--- src/rtl/fifo_uart_pkg.sv ---
// Shared definitions for the FIFO-fed UART transmitter: FSM state encoding and frame sizing.
package fifo_uart_pkg;

  typedef enum logic [2:0] {
    StIdle   = 3'd0,
    StStart  = 3'd1,
    StData   = 3'd2,
    StParity = 3'd3,
    StStop   = 3'd4
  } state_e;

  // Clock cycles occupied by one complete frame.
  function automatic int unsigned frame_len(input int unsigned data_width,
                                            input int unsigned clk_div,
                                            input int unsigned parity_en,
                                            input int unsigned stop_bits);
    return clk_div * (1 + data_width + parity_en + stop_bits);
  endfunction

endpackage

--- src/rtl/uart_baud_gen.sv ---
// Bit-period counter: counts 0..CLK_DIV-1 while running, flags the terminal count and the cycle
// before it.
module uart_baud_gen #(
  parameter int unsigned CLK_DIV = 16
) (
  input  logic clk,
  input  logic reset,
  input  logic clear,
  input  logic run,
  output logic tick,
  output logic pre_tick
);

  localparam int unsigned CntW = (CLK_DIV > 1) ? $clog2(CLK_DIV) : 1;

  logic [CntW-1:0] cnt_q;

  assign tick     = (cnt_q == CntW'(CLK_DIV - 1));
  assign pre_tick = (cnt_q == CntW'(CLK_DIV - 2));

  always_ff @(posedge clk) begin
    if (reset || clear || !run) begin
      cnt_q <= '0;
    end else if (tick) begin
      cnt_q <= '0;
    end else begin
      cnt_q <= cnt_q + CntW'(1);
    end
  end

endmodule

--- src/rtl/fifo_uart_tx.sv ---
// Pulls words from a show-ahead FIFO and serialises each as a UART frame, refetching on the
// last stop-bit cycle so consecutive frames leave with no idle gap.
module fifo_uart_tx
  import fifo_uart_pkg::*;
#(
  parameter int unsigned DATA_WIDTH = 8,
  parameter int unsigned CLK_DIV    = 16,
  parameter int unsigned PARITY_EN  = 0,
  parameter int unsigned PARITY_ODD = 0,
  parameter int unsigned STOP_BITS  = 1
) (
  input  logic                  clk,
  input  logic                  reset,
  input  logic [DATA_WIDTH-1:0] fifo_data,
  input  logic                  fifo_val,
  output logic                  fifo_read,
  input  logic                  enable,
  output logic                  tx,
  output logic                  busy,
  output logic                  frame_done
);

  localparam int unsigned IdxW = $clog2(DATA_WIDTH + 1);

  state_e                state_q;
  logic [DATA_WIDTH-1:0] shift_q;
  logic [DATA_WIDTH-1:0] shift_nxt;
  logic                  parity_q;
  logic [IdxW-1:0]       idx_q;
  logic                  tx_q;
  logic                  busy_q;
  logic                  frame_done_q;

  logic tick;
  logic pre_tick;
  logic last_data;
  logic last_stop;
  logic fetch;

  uart_baud_gen #(
    .CLK_DIV(CLK_DIV)
  ) u_baud (
    .clk     (clk),
    .reset   (reset),
    .clear   (fetch),
    .run     (state_q != StIdle),
    .tick    (tick),
    .pre_tick(pre_tick)
  );

  assign shift_nxt = shift_q >> 1;
  assign last_data = (idx_q == IdxW'(DATA_WIDTH - 1));
  // In STOP the bit index counts stop bits rather than data bits.
  assign last_stop = (idx_q == IdxW'(STOP_BITS - 1));

  assign fetch = !reset && enable && fifo_val &&
                 ((state_q == StIdle) || ((state_q == StStop) && tick && last_stop));

  assign fifo_read  = fetch;
  assign tx         = tx_q;
  assign busy       = busy_q;
  assign frame_done = frame_done_q;

  always_ff @(posedge clk) begin
    if (reset) begin
      state_q      <= StIdle;
      shift_q      <= '0;
      parity_q     <= 1'b0;
      idx_q        <= '0;
      tx_q         <= 1'b1;
      busy_q       <= 1'b0;
      frame_done_q <= 1'b0;
    end else begin
      // Registered one cycle early so the pulse lands on the frame's final cycle.
      frame_done_q <= (state_q == StStop) && pre_tick && last_stop;
      if (fetch) begin
        shift_q  <= fifo_data;
        parity_q <= (^fifo_data) ^ (PARITY_ODD != 0);
        idx_q    <= '0;
        state_q  <= StStart;
        tx_q     <= 1'b0;
        busy_q   <= 1'b1;
      end else if (tick) begin
        unique case (state_q)
          StStart: begin
            state_q <= StData;
            tx_q    <= shift_q[0];
          end
          StData: begin
            shift_q <= shift_nxt;
            if (last_data) begin
              idx_q <= '0;
              if (PARITY_EN != 0) begin
                state_q <= StParity;
                tx_q    <= parity_q;
              end else begin
                state_q <= StStop;
                tx_q    <= 1'b1;
              end
            end else begin
              idx_q <= idx_q + IdxW'(1);
              tx_q  <= shift_nxt[0];
            end
          end
          StParity: begin
            state_q <= StStop;
            idx_q   <= '0;
            tx_q    <= 1'b1;
          end
          StStop: begin
            if (last_stop) begin
              state_q <= StIdle;
              idx_q   <= '0;
              tx_q    <= 1'b1;
              busy_q  <= 1'b0;
            end else begin
              idx_q <= idx_q + IdxW'(1);
            end
          end
          default: begin
          end
        endcase
      end
    end
  end

endmodule
--- config.mk ---
export PLATFORM = sky130hd
export DESIGN_NAME = fifo_uart_tx
export DESIGN_NICKNAME = d
export VERILOG_FILES = /design/src/rtl/fifo_uart_pkg.sv /design/src/rtl/uart_baud_gen.sv /design/src/rtl/fifo_uart_tx.sv
export SDC_FILE = /design/constraint.sdc
export NUM_CORES = 1
export LEC_CHECK = 0
export BUFFER_PORTS_ARGS = -buffer_cell sky130_fd_sc_hd__buf_4
export CELL_PAD_IN_SITES_DETAIL_PLACEMENT = 1
export CELL_PAD_IN_SITES_GLOBAL_PLACEMENT = 2
export CORE_MARGIN = 3
export CORE_UTILIZATION = 34
export CTS_CLUSTER_DIAMETER = 40
export DETAILED_ROUTE_END_ITERATION = 12
export GPL_ROUTABILITY_DRIVEN = 0
export PLACE_DENSITY_LB_ADDON = 0.1
export SLEW_MARGIN = 20
export SYNTH_ARGS = -nofsm -noshare
export SYNTH_HDL_FRONTEND = slang
export SYNTH_SLANG_ARGS = --single-unit
--- constraint.sdc ---
create_clock -name clk -period 2.15 [get_ports clk]
set_input_delay 0.43 -clock clk [delete_from_list [all_inputs] [get_ports clk]]
set_output_delay 0.43 -clock clk [all_outputs]
set_load 0.02 [all_outputs]
# Yosys cells after proc, flatten, opt, wreduce, memory -nomap -nowiden
# Cells that the tools add are included.
[op_classes]
add_sub_neg = 2
n_eq_ne = 11
n_mux = 20
n_reduce_logical = 30
[op_table]
columns = ["operator", "n"]
rows = [
  ["two-way mux 8 bit", 3],
  ["case mux 3 bit (4 select lines)", 1],
  ["case mux 4 bit (3 select lines)", 1],
  ["two-way mux 1 bit", 10],
  ["adder 4 x 1 -> 4 bit, second input constant", 2],
  ["equality test 4 bit, second input constant", 2],
  ["two-way mux 4 bit", 2],
  ["AND reduction 4 bit", 2],
  ["nonzero test 2 bit", 4],
  ["logical AND 1 bit", 7],
  ["equality test 3 x 2 -> 1 bit, second input constant", 2],
  ["two-way mux 3 bit", 2],
  ["!= test 3 x 2 -> 1 bit, second input constant", 2],
  ["AND reduction 3 bit", 2],
  ["nonzero test 3 bit", 2],
  ["nonzero test 5 bit", 1],
  ["equality test 4 x 3 -> 1 bit, second input constant", 1],
  ["logical NOT 4 bit", 1],
  ["!= test 2 bit, second input constant", 2],
  ["case mux 1 bit (4 select lines)", 1],
  ["AND reduction 2 bit", 2],
  ["nonzero test 4 bit", 1],
  ["OR reduction 2 bit", 2],
  ["equality test 3 x 1 -> 1 bit, second input constant", 1],
  ["4 further kinds", 7],
]
[totals]
register_bits = 22
inputBits = 12
output_inout_bits = 4
elab_cells = 71

# Logic depth before layout (Yosys ltp)
# Gate-level depths: netlist of the first run.
[logic_depth]
depth_word = 8
depth_mapped = 8

# Hierarchy
# From an unflattened synthesis of the first run, not the netlist that was laid out.
[hier_totals]
cells_unflattened = 136
hier_area_um2 = 1239.9
[modules_own_cells]
columns = ["module", "instances", "cells_each", "area_each_um2"]
rows = [
  ["fifo_uart_tx", 1, 118, 1046.0],
  ["uart_baud_gen", 1, 18, 193.9],
]

# Worst setup path after synthesis of the first run
# No wires, ideal clock.
[synth_timing]
path_type = "register to output"
startpoint = "reg idx_q[0]"
endpoint = "out fifo_read"
arrival_time_ps = 1352
required_time_ps = 1720
path_slack_ps = 368
path_stages_with_launch = 8
n_path_buf = 1
cell_sequence = "dfxtp_1 inv_1 ha_1 nor3b_1 a21boi_1 or2_1 buf_2 inv_2"
[synth_between]
elab_chain_cells = 4
[synth_rtl]
columns = ["item", "line", "rtl"]
rows = [
  ["start, declared", "fifo_uart_tx.sv:29", "logic [IdxW-1:0] idx_q;"],
  ["start signal, assigned", "fifo_uart_tx.sv:101", "idx_q <= idx_q + IdxW'(1);"],
  ["start signal, assigned", "fifo_uart_tx.sv:117", "idx_q <= idx_q + IdxW'(1);"],
  ["logical NOT 4 bit", "fifo_uart_tx.sv:54", "assign last_stop = (idx_q == IdxW'(STOP_BITS - 1));"],
  ["logical AND 1 bit", "fifo_uart_tx.sv:57", "((state_q == StIdle) || ((state_q == StStop) && tick && last_stop));"],
  ["logical OR 1 bit", "fifo_uart_tx.sv:57", ""],
  ["logical AND 1 bit", "fifo_uart_tx.sv:56", "assign fetch = !reset && enable && fifo_val &&"],
  ["end, declared", "fifo_uart_tx.sv:16", "output logic fifo_read,"],
]
# Every way passes these cells.

# Final worst setup path of the first run
[layout_timing]
startpoint = "reg u_baud.cnt_q[0]"
endpoint = "out fifo_read"
[layout_between]
elab_chain_cells = 5
[layout_rtl]
columns = ["item", "line", "rtl"]
rows = [
  ["start, declared", "uart_baud_gen.sv:16", "logic [CntW-1:0] cnt_q;"],
  ["start signal, assigned", "uart_baud_gen.sv:27", "cnt_q <= cnt_q + CntW'(1);"],
  ["equality test 4 bit", "uart_baud_gen.sv:18", "assign tick = (cnt_q == CntW'(CLK_DIV - 1));"],
  ["logical AND 1 bit (2 in series)", "fifo_uart_tx.sv:57", ""],
  ["logical OR 1 bit", "fifo_uart_tx.sv:57", ""],
  ["logical AND 1 bit", "fifo_uart_tx.sv:56", ""],
]
# Every way passes these cells.

==> summary.md, run 1 <==
| Metric | Value |
|---|---|
| Status | finished, final reports clean |
| Largest net degree at the start of global routing | 13 |
| MaxCap Viol Count | 0 |
| Antenna-violating nets left | 0 |
| R2r startpoint | idx_q[1] |
| Worst path slowest cell | dfxtp_2 |
| Routed WL | 3140 um |
| Share of layout cells above drive strength 1 | 0.315 |
| Die width | 64.3 um |
| Clk pwr share | 0.308 |
| Flop and latch count out of synthesis | 22 |
| Avg WL per Cell | 16.2 um |
| Critical path required time | 1720 ps |
| Site row count | 20 |
| Post-synthesis instance total | 127 |
| CTS root buf | clkbuf_4 |
| Fin Setup TNS | 0 ps |
| Die area | 4140 um2 |
| Slew @ Worst Pin | 652 ps |
| Hold slack | 463 ps |
| Mapped cell area | 1160 um2 |
| Starting Density | 0.367 |
| Initial drt markers | 40 |
| # port buffers | 15 |
| Hold Crit Class | primary input to flip-flop |
| Mean Syn Cell Area | 9.10 um2 |
| Crit Path Class | flip-flop to output pin |
| Power per Cell Area | 514 nW/um2 |
| Vias | 1018 |
| Critical Path, Cell by Cell | ha_2 > and3_4 > a21boi_2 > or2_1 > inv_2 > buf_6 |
| Count of distinct cell types in the synthesized netlist | 41 |
| Critical Path Source | u_baud.cnt_q[0] |
| Power Internal | 562 uW |
| Clock sinks | 22 |
| Crit-path max FO | 6 |
| Syn Nets | 143 |
| Gr ovfl total | 0 |
| Fmax | 483 MHz |
| Fin crit share | 0.962 |
| Final Skew | 4.87 ps |
| Hold path start | fifo_data[7] |
| Nets | 166 |
| Minimum clock period | 2070 ps |
| TritonRoute pass-1 iters | 4 |
| VDD IR-drop max | 231 uV |
| Vias per inst | 5.27 |
| Psw | 170 uW |
| CP peak stage delay | 380 ps |
| Vias in the first global route | 1103 |
| Sequential fraction of the synthesis area | 0.381 |
| Die height | 64.3 um |
| First-pass GRT wire length | 5350 um |
| Flop pwr share | 0.590 |
| CTS tree | yes |
| Worst skew pair latency | 300 ps |
| # H-tree levels | 1 |
| Startpoint Class | flip-flop |
| Crit. End Element | output pin |
| Register clock-pin slew on the reported worst setup and hold paths | 120 ps |
| Ys Warns | 0 |
| Combinational share of power | 0.103 |
| Fin. max-slew vios | 0 |
| Leak | 0.000583 uW |
| Initial antenna violation count | 0 |
| Hold Fails Final Rpt | 0 |
| Detail Placement HPWL | 2280 um |
| DRC viols | 0 |
| Final setup viols | 0 |
| CP delay by family, top | simple AND/OR/NAND/NOR gates |
| Area Overhead vs Synth | 23.2% |
| Core area | 3150 um2 |
| Top-Level Pins | 16 |
| Antenna cells | 0 |
| Worst Path Arrival | 1640 ps |
| Total CTS buffers | 3 |
| Maximum clock path buffer count | 2 |
| Switching Share | 0.232 |
| Crit path buffers/inverters | 2 |
| All-Layer GR Usage | 0.164 |
| Slew margin rel. | 0.562 |
==> tightest hold or removal path, cell delays in order <==
cell     delay [ps]
buf_4           110
or3b_1          150
a21oi_1          50
==> cell type report <==
cell class / instances / area [um2]
tap: 44 / 55.1
inverter: 7 / 26.3
sequential: 22 / 445
clock buffer: 4 / 36.3
multi-input combinational: 90 / 662
fill: 386 / 1730
timing repair buffer: 26 / 199
==> per-layer routing <==
layer / part of all wire / vias up / wire length, um / track usage
met5: 0 / - / 0 / 0
met4: 0.0041 / 0 / 13 / 0.0528
met3: 0.025 / 2 / 78 / 0.0246
met2: 0.49 / 15 / 1540 / 0.262
met1: 0.48 / 489 / 1500 / 0.224
li1: - / 512 / - / -
==> power groups by stage <==
| stage | Combinational, uW | Sequential (uW) | Clock, uW |
|---|---|---|---|
| floorplan | 36.3 | 438 | 0 |
| global route | 84.2 | 435 | 265 |
| CTS | 73.1 | 432 | 236 |
| detailed placement | 72.8 | 440 | 0 |
| finish | 75.2 | 432 | 225 |
| global placement | 69.7 | 440 | 0 |
==> metrics by stage <==
step	util	std cells	setup slack, ps	total power, uW	area (um2)
2_1_floorplan	-	127	368	474	1160
3_3_place_gp	0.421	185	329	510	1330
3_5_place_dp	0.421	185	273	513	1330
4_1_cts	0.436	189	3.77	741	1380
5_1_grt	0.452	193	-54.4	784	1420
6_report	0.452	193	80.7	732	1420
==> Yosys cell counts <==
master,instances,area (um2)
or2_1,1,6.26
and3b_1,1,8.76
nor3_1,13,65.1
buf_6,1,11.3
a211oi_1,7,52.6
o21ai_2,1,8.76
nor4_1,1,6.26
buf_4,1,7.51
or3b_1,3,26.3
mux2i_1,7,70.1
and3_4,1,11.3
ha_1,4,50.1
o21ai_0,1,5.00
nand3_1,3,15.0
nand2b_1,2,12.5
clkbuf_1,1,3.75
xnor2_1,3,26.3
nor3b_4,1,18.8
dfxtp_1,22,440
a2bb2oi_1,1,8.76
nor3b_1,1,7.51
inv_2,1,3.75
nor2_1,8,30.0
inv_1,5,18.8
a311oi_2,1,15.0
buf_2,5,25.0
or4b_1,1,10.0
nand4_1,2,12.5
nand2_1,5,18.8
nand3b_1,1,7.51
a21boi_1,1,7.51
a21oi_1,5,25.0
clkinv_1,1,3.75
or3_1,2,12.5
and2b_4,1,10.0
o211ai_1,4,30.0
o41ai_1,1,8.76
xor2_1,1,8.76
o32a_1,2,20.0
o21ai_1,3,15.0
o221a_2,1,11.3
==> final timing paths <==
path,cells past startpoint,endpoint,slack (ps)
worst min-delay path,3,shift_q[7],460
worst min register to register,2,busy,470
worst max-delay path,6,fifo_read,80
worst max register to register,5,idx_q[0],250
==> logic make-up (layout without fill, tap and decap cells) <==
logic type	Yosys count	in the layout	synth area share
DFF	22	22	0.381
xor gates and xnor gates	4	4	0.0303
AOI/OAI and AO/OA	28	28	0.180
adders and majority gates	4	4	0.0433
muxes	7	7	0.0606
and+or+nand+nor	47	47	0.241
buffers and inverters	15	37	0.0638
==> cells in the final DEF, fill, tap and decap left out, types with 2 or more instances in the layout <==
cell,n
a211oi_1,7
mux2i_1,7
dfxtp_2,4
clkbuf_4,3
nand2b_1,2
or3_1,2
inv_1,3
ha_2,2
o211ai_1,4
nand3_1,3
or3b_1,3
o21ai_1,3
xnor2_1,3
inv_2,3
a21oi_1,5
nand4_1,2
o32a_1,2
ha_1,2
nor2_1,8
dfxtp_1,18
nor3_1,13
nand2_1,5
nor3b_4,2
buf_4,25
==> timing repair <==
action                                  in CTS  in global routing
setup buffers                                0                  4
pin swaps                                    0                  3
endpoints found under the setup margin       1                  1
resized for setup                            4                  8
hold buffers                                 0                  0
==> registers in the layout, indices dropped and copies added (netlist names) <==
register      flops
tx                1
state_q           3
shift_q           8
idx_q             4
busy              1
u_baud.cnt_q      4
frame_done        1
Power figures use the tool's default switching activity.
==> run 2: changes to the inputs <==
CORE_UTILIZATION = 36   (was 34)
clock period = 2.47 ns   (was 2.15 ns; I/O delays follow)
==> run 2 against run 1 <==
  * Worst setup slack better by 44 ps
  * Largest cell class unchanged
  * Critical endpoint unchanged
  * Die area down 5.0%
  * Power down 2.4%
  * Global-route usage down 0.99 points
  * Largest power group unchanged
  * Critical path type unchanged
==> summary.md, run 2 (synthesis gave the netlist of run 1 again) <==
| Metric | Value |
|---|---|
| Final core utilization | 0.468 (was 0.452) |
| Avg WL per Cell | 15.4 um (was 16.2 um) |
| Most frequent cells in the layout | dfxtp_1 (22), buf_4 (18), nor3_1 (13), nor2_1 (8) (was buf_4 (25), dfxtp_1 (18), nor3_1 (13), nor2_1 (8)) |
| # H-tree levels | 1 (unchanged) |
| Starting Density | 0.399 (was 0.367) |
| Fin. max-slew vios | 0 (unchanged) |
| Largest net degree at the start of global routing | 14 (was 13) |
| Fin Setup TNS | 0 ps (unchanged) |
| Die height | 62.7 um (was 64.3 um) |
| Initial antenna violation count | 0 (unchanged) |
| R2r setup slk | 610 ps (was 250 ps) |
| DRC viols | 0 (unchanged) |
| VDD IR-drop max | 489 uV (was 231 uV) |
| Crit-path max FO | 9 (was 6) |
| Minimum clock period | 2350 ps |
| Register clock-pin slew on the reported worst setup and hold paths | 130 ps (was 120 ps) |
| Power per Cell Area | 527 nW/um2 (was 514 nW/um2) |
| Slew margin rel. | 0.589 (was 0.562) |
| Antenna cells | 0 (unchanged) |
| Startpoint Class | flip-flop (unchanged) |
| Site row count | 19 (was 20) |
| Multi-input gate area | 649 um2 (was 662 um2) |
| Initial drt markers | 24 (was 40) |
| Seq. cell area | 440 um2 (was 445 um2) |
| CTS root buf | clkbuf_4 (unchanged) |
| CTS tree | yes (unchanged) |
| Worst skew pair latency | 320 ps (was 300 ps) |
| Antenna-violating nets left | 0 (unchanged) |
| Core area | 2900 um2 (was 3150 um2) |
| Crit. End Element | output pin (unchanged) |
| Fill cells | 346 (was 386) |
| Vias in the first global route | 1035 (was 1103) |
| Hold Buf Count CTS | 0 (unchanged) |
| Hold Path Sink | idx_q[2] (was shift_q[7]) |
| Largest reg by FF count | shift_q (unchanged) |
| Hold Path Cell Cnt | 2 (was 3) |
| Clock sinks | 22 (unchanged) |
| R2r startpoint | u_baud.cnt_q[0] (was idx_q[1]) |
| Worst reg2reg path depth | 5 (unchanged) |
| RSZ-0062 raised after global routing | no |
| Share of layout cells above drive strength 1 | 0.220 (was 0.315) |
| Total CTS buffers | 3 (unchanged) |
| MaxCap Viol Count | 0 (unchanged) |
| Worst Path Arrival | 1850 ps (was 1640 ps) |
| Detail Placement HPWL | 2140 um (was 2280 um) |
| Vias | 983 (was 1018) |
| Fin crit share | 0.950 |
| Area Overhead vs Synth | 17.3% (was 23.2%) |
| TritonRoute pass-1 iters | 4 (unchanged) |
| Max FFs per register | 8 (unchanged) |
| Commonest non-fill, non-tap cell in the layout | dfxtp_1 (was buf_4) |
| Vias per inst | 5.37 (was 5.27) |
| Nets | 158 (was 166) |
| Leak | 0.000549 uW (was 0.000583 uW) |
| Hold Fails Final Rpt | 0 (unchanged) |
| First-pass GRT wire length | 5000 um (was 5350 um) |
| PostCTS Resize Cnt | 2 (was 4) |
| Critical path required time | 1980 ps (was 1720 ps) |
| # port buffers | 15 (unchanged) |
| Hold Crit Class | primary input to flip-flop (unchanged) |
| Top-Level Pins | 16 (unchanged) |
| Die area | 3930 um2 (was 4140 um2) |
| Worst r2r dst | idx_q[2] (was idx_q[0]) |
| Non-filler cells, final | 183 (was 193) |
| Final setup viols | 0 (unchanged) |
| Maximum clock path buffer count | 2 (unchanged) |
| Final Skew | 8.47 ps (was 4.87 ps) |
| Hold path start | reset (was fifo_data[7]) |
| Slew @ Worst Pin | 612 ps (was 652 ps) |
| Routed WL | 2810 um (was 3140 um) |
| Post-CTS Setup Repair Bufs | 0 (unchanged) |
| Crit Path Class | flip-flop to output pin (unchanged) |
| Dpl cells | 179 (was 185) |
| Status | finished, final reports clean (unchanged) |
| Fmax | 426 MHz |
| Die width | 62.7 um (was 64.3 um) |
| Gr ovfl total | 0 (unchanged) |
| All-Layer GR Usage | 0.154 (was 0.164) |
| Biggest regs | shift_q x8, idx_q x4, u_baud.cnt_q x4 (unchanged) |
run 2: cell count changes in the layout (fill, tap and decap cells not counted), sizes merged:
cell,delta
buf,-8
clkbuf,-1
bufinv,+1
run 2: cell type report:
class | count | share of cell area
Multi-Input combinational cell | 90 | 0.479
Sequential cell | 22 | 0.325
Tap cell | 42 | 0.0387
Timing Repair Buffer | 18 | 0.0996
Clock inverter | 1 | 0.0221
Clock buffer | 3 | 0.0166
Inverter | 7 | 0.0194
run 2: worst max-delay path by stage:
stage / start / slack [ps] / depth (start not counted) / endpoint
final: u_baud.cnt_q[0] / 120 / 6 / fifo_read
after global routing: u_baud.cnt_q[0] / 20 / 6 / fifo_read
after CTS: u_baud.cnt_q[0] / 100 / 6 / fifo_read
after detailed placement: idx_q[0] / 320 / 7 / fifo_read
after global placement: idx_q[0] / 390 / 7 / fifo_read
after floorplan: idx_q[0] / 620 / 7 / fifo_read
run 2: critical path, stage by stage, from the launching register on:
cell and delay, ps:
dfxtp_1 400, ha_1 230, and3_4 240, a21boi_1 90, or2_4 310, inv_2 110
buf_4 150
run 2: power by group:
part           switching [uW]  internal, uW
registers                11.1           366
clock network             118           164
logic                    28.3          27.8
run 2: metrics by stage:
| stage | hold slack [ps] | power (uW) | instance area, um2 | worst slack, ps |
|---|---|---|---|---|
| 2_1_floorplan | 430 | 413 | 1160 | 624 |
| 5_1_grt | 444 | 739 | 1360 | 16.1 |
| 3_5_place_dp | 463 | 440 | 1300 | 324 |
| 3_3_place_gp | 443 | 439 | 1300 | 386 |
| 4_1_cts | 439 | 722 | 1360 | 102 |
| 6_report | 448 | 715 | 1360 | 125 |
run 2: per-layer routing:
layer	track usage	share of wire	vias to the layer above
li1	-	-	498
met5	0	0	-
met2	0.232	0.43	14
met3	0.0450	0.032	2
met4	0.0165	0.0032	0
met1	0.222	0.53	469
